## config.mk

```make
export PLATFORM = sky130hd
export DESIGN_NAME = mem_arbiter
export DESIGN_NICKNAME = d
export VERILOG_FILES = /design/src/rtl/mem_arbiter.sv
export SDC_FILE = /design/constraint.sdc
export NUM_CORES = 1
export LEC_CHECK = 0
export ABC_AREA = 1
export CAP_MARGIN = 40
export CORE_ASPECT_RATIO = 0.9
export CORE_MARGIN = 2
export CORE_UTILIZATION = 38
export CTS_BUF_LIST = sky130_fd_sc_hd__clkbuf_4 sky130_fd_sc_hd__clkbuf_8
export CTS_CLUSTER_SIZE = 16
export DETAILED_ROUTE_END_ITERATION = 10
export PLACE_DENSITY = 0.84
export RECOVER_POWER = 100
export SETUP_SLACK_MARGIN = 0.2
export SLEW_MARGIN = 30
export SYNTH_ARGS = -nofsm -noshare
export SYNTH_HDL_FRONTEND = slang
export SYNTH_SLANG_ARGS = --single-unit
```

## constraint.sdc

```tcl
create_clock -name clk -period 1.3 [get_ports clk]
set_input_delay 0.325 -clock clk [delete_from_list [all_inputs] [get_ports clk]]
set_output_delay 0.325 -clock clk [all_outputs]
set_load 0.05 [all_outputs]
```

## src/rtl/mem_arbiter.sv

```systemverilog
// rtl/mem_arbiter.sv - arbitrates instruction fetch and load/store onto one memory port
module mem_arbiter #(
   parameter int ADDR_W     = 32,
   parameter int DATA_W     = 32,
   parameter int STARVE_MAX = 4
) (
   input  logic              clk,
   input  logic              rst,
   input  logic              i_req,
   input  logic [ADDR_W-1:0] i_addr,
   output logic              i_rvalid,
   output logic [DATA_W-1:0] i_rdata,
   input  logic              d_req,
   input  logic              d_we,
   input  logic [ADDR_W-1:0] d_addr,
   input  logic [DATA_W-1:0] d_wr_data,
   output logic              d_rvalid,
   output logic [DATA_W-1:0] d_rd_data,
   output logic              m_req,
   output logic              m_we,
   output logic [ADDR_W-1:0] m_addr,
   output logic [DATA_W-1:0] m_wr_data,
   input  logic              m_ack,
   input  logic [DATA_W-1:0] m_rd_data
);

   localparam logic [1:0] S_IDLE   = 2'd0;
   localparam logic [1:0] S_BUSY_I = 2'd1;
   localparam logic [1:0] S_BUSY_D = 2'd2;

   localparam logic [3:0] STREAK_LIMIT = 4'(STARVE_MAX);

   logic [1:0] state;
   logic [3:0] streak;
   logic       eff_i;
   logic       eff_d;
   logic       grant_i;
   logic       grant_d;

   // Pick a winner in IDLE; a requester whose response is on the bus this cycle is masked
   always_comb begin
      eff_i   = i_req & ~i_rvalid;
      eff_d   = d_req & ~d_rvalid;
      grant_i = 1'b0;
      grant_d = 1'b0;
      if (state == S_IDLE) begin
         if (eff_d && eff_i) begin
            if (streak < STREAK_LIMIT) begin
               grant_d = 1'b1;
            end else begin
               grant_i = 1'b1;
            end
         end else begin
            grant_d = eff_d;
            grant_i = eff_i;
         end
      end
   end

   // Transaction FSM: launch the granted request, hold it until ack, then return the response
   always_ff @(posedge clk) begin
      if (rst) begin
         state     <= S_IDLE;
         streak    <= 4'd0;
         m_req     <= 1'b0;
         m_we      <= 1'b0;
         m_addr    <= '0;
         m_wr_data <= '0;
         i_rvalid  <= 1'b0;
         d_rvalid  <= 1'b0;
         i_rdata   <= '0;
         d_rd_data <= '0;
      end else begin
         i_rvalid <= 1'b0;
         d_rvalid <= 1'b0;
         case (state)
            S_IDLE: begin
               if (grant_d) begin
                  m_req     <= 1'b1;
                  m_we      <= d_we;
                  m_addr    <= d_addr;
                  m_wr_data <= d_wr_data;
                  state     <= S_BUSY_D;
                  // Only data wins taken over a waiting fetch count toward starvation
                  if (eff_i && (streak < STREAK_LIMIT)) begin
                     streak <= streak + 4'd1;
                  end
               end else if (grant_i) begin
                  m_req     <= 1'b1;
                  m_we      <= 1'b0;
                  m_addr    <= i_addr;
                  m_wr_data <= '0;
                  state     <= S_BUSY_I;
                  streak    <= 4'd0;
               end
            end
            S_BUSY_I: begin
               if (m_ack) begin
                  m_req    <= 1'b0;
                  state    <= S_IDLE;
                  i_rvalid <= 1'b1;
                  i_rdata  <= m_rd_data;
               end
            end
            S_BUSY_D: begin
               if (m_ack) begin
                  m_req     <= 1'b0;
                  state     <= S_IDLE;
                  d_rvalid  <= 1'b1;
                  d_rd_data <= m_we ? '0 : m_rd_data;
               end
            end
            default: begin
               state <= S_IDLE;
               m_req <= 1'b0;
            end
         endcase
      end
   end

endmodule

```

==> impl_metrics.env <==
export IMPL_place_area_um2=9920
export IMPL_grt_first_pass_wirelength_um=32400
export IMPL_r2r_setup_slack_ps=-100
export IMPL_worstPathRequired_ps=1670
export IMPL_cts_tree="built"
export IMPL_skew_ps=17.0
export IMPL_start_util=0.392
export IMPL_gp_congestion=0.839
export IMPL_grt_setup_unrepaired="true"
export IMPL_nets=1216
export IMPL_regToRegEndpoint="m_wr_data[8]"
export IMPL_critPathCaptureType="register"
export IMPL_clkTransAtPathRegs_ps=90
export IMPL_post_route_period_util=1.08
export IMPL_cts_buffers=17
export IMPL_num_io_pins=266
export IMPL_drt_iter0_markers=442
export IMPL_antenna_found_initial=1
export IMPL_core_area_um2=14100
export IMPL_insertion_delay_ps=450
export IMPL_globalRoute_totalOverflow=0
export IMPL_final_max_slew_viol_count=0
export IMPL_cp_max_fo=6
export IMPL_syn_avg_cell_area_um2=7.29
export IMPL_first_pass_iters=5
export IMPL_ys_types=24
export IMPL_ff2ff_path_depth=8
export IMPL_cts_root_buf="clkbuf_8"
export IMPL_cts_sinks=138
export IMPL_drv_cap=0
export IMPL_grt_pass1_vias=6243
export IMPL_h_tree_depth=4
export IMPL_grt_use_total=0.261
export IMPL_status="finished with violations"
export IMPL_synth_seq_area_share=0.500
export IMPL_synth_top_area_cell="dfxtp_1"
export IMPL_hold_class="input pin to register"
export IMPL_fin_area_um2=11600
export IMPL_synth_flop_cell="dfxtp_1"
export IMPL_wl_per_cell_um=18.6
export IMPL_final_hold_violation_count=0
export IMPL_synth_warnings=0
export IMPL_async_flop_share=0
export IMPL_setup_viol=27
export IMPL_arrival_ps=1780
export IMPL_fin_ws_ps=-103
export IMPL_place_inst=1203
export IMPL_io_buffers=265
export IMPL_startpoint_type="register"
export IMPL_crit_start="state[0]"
export IMPL_p_per_area_nw_per_um2=1180
export IMPL_fin_tns_setup_ps=-1140
export IMPL_dieArea_um2=15500
export IMPL_max_slew_margin=0.664
export IMPL_die_h_um=118
export IMPL_synth_cells=758
export IMPL_synth_seq_cells=138
export IMPL_layout_commonest_cell="nand2_1"
export IMPL_routed_via_density=5.06
export IMPL_synthTopCellsByArea="dfxtp_1 (50%), nand2_1 (14%), a21oi_1 (6.4%)"
export IMPL_final_cells=1285
export IMPL_rr_startpoint="state[0]"
export IMPL_final_cell_mix="nand2_1 (174), buf_12 (146), clkdlybuf4s50_1 (131)"
export IMPL_syn_nets=896
export IMPL_fp_row_count=41
export IMPL_leakagePower_nw=5.09
export IMPL_grt_max_degree=47
export IMPL_post_route_drc_count=0
export IMPL_failed_checks="negative setup slack"
export IMPL_ctsHoldBuffers=0
export IMPL_dieWidth_um=131
export IMPL_num_vias=6499
export IMPL_routed_wl_um=23900
export IMPL_fmax_mhz=713
export IMPL_syn_cell_area_um2=5530
export IMPL_ir_drop_uv=1150
export IMPL_synthToLayoutAreaGrowth_pct=110
export IMPL_tightest_slew_ps=504
export IMPL_synth_edf_count=0
export IMPL_dpl_hpwl_um=13600
export IMPL_drive_gt1_frac=0.460
export IMPL_synth_top_area_frac=0.500
export IMPL_setup_worst_path_end="m_wr_data[8]"
export IMPL_clock_path_buffers=2
export IMPL_fillers=715
export IMPL_holdWs_ps=427
export IMPL_fin_crit_ps=1400
export IMPL_post_place_ws_ps=-465
export IMPL_critPathKind="register to register"
export IMPL_detail_route_antenna_nets=0
==> kinds of logic after synthesis <==
logic type | Yosys count | share of synthesized area
AOI/OAI and AO/OA | 138 | 0.127
DFF | 138 | 0.500
and+or+nand+nor | 350 | 0.260
adders and majority gates | 4 | 0.00905
buffers and inverters | 128 | 0.104
==> synthesized netlist by cell type (3+ instances only) <==
cell type,number
buf_4,7
a21oi_1,71
ha_1,4
inv_2,3
dfxtp_1,138
buf_2,15
o21ai_0,63
nand3_1,65
nand2_2,4
nor2_2,3
nor2_1,68
clkbuf_1,17
buf_6,6
inv_1,75
nand2_1,207
==> cell type report <==
cell class,instances,area [um2],area share
Clock inverter,14,146,0.0126
Antenna cell,1,2.50,0.000216
Timing Repair Buffer,348,4940,0.426
Inverter,81,324,0.0279
Clock buffer,18,248,0.0214
Tap cell,193,241,0.0208
Sequential cell,138,2970,0.256
Multi-Input combinational cell,492,2730,0.235
==> critical path: stages, from the launching register on <==
cell	delay (ps)
dfxtp_2	350
inv_4	80
ha_4	180
nand3_4	140
inv_8	130
buf_6	120
buf_8	120
nand2_4	60
a21oi_2	160
==> registers in the layout (all words and copies together), names as in the netlist <==
| name | count |
|---|---|
| i_rdata | 32 |
| m_req | 1 |
| i_rvalid | 1 |
| streak | 4 |
| m_wr_data | 32 |
| m_we | 1 |
| d_rd_data | 32 |
| state | 2 |
| d_rvalid | 1 |
| m_addr | 32 |
==> stage by stage <==
stage | power (mW) | utilization
floorplan | 7.01 | -
global placement | 9.26 | 0.703
detailed placement | 9.34 | 0.703
CTS | 13.3 | 0.777
global route | 14.1 | 0.822
finish | 13.6 | 0.823
==> layer usage <==
layer | global-route usage | wire length (um)
met4 | 0.0938 | 869
met2 | 0.477 | 12600
met1 | 0.285 | 8770
met3 | 0.0819 | 1710
met5 | 0 | 0
==> worst min path at each step <==
stage | startpoint | to | slack (ps) | depth (start not counted)
after floorplan | streak[3] | streak[3] | 430 | 2
after global placement | streak[3] | streak[3] | 430 | 2
after detailed placement | streak[3] | streak[3] | 450 | 2
after CTS | d_wr_data[8] | m_wr_data[8] | 400 | 3
after global routing | d_wr_data[26] | m_wr_data[26] | 420 | 3
final | d_wr_data[26] | m_wr_data[26] | 430 | 3
==> power by group <==
part	internal (mW)	switching (mW)	leakage [nW]
Clock	1.76	1.81	0.195
Sequential	4.64	0.382	1.19
Combinational	2.43	2.62	3.70
Total	8.83	4.81	5.09
==> what timing repair did <==
action / in CTS / in global routing
gates cloned: 4 / 4
resized for setup: 217 / 95
pin swaps: 20 / 33
buffers inserted: 15 / 26
setup endpoints to repair: 268 / 270
(Power assumes the default switching activity.)
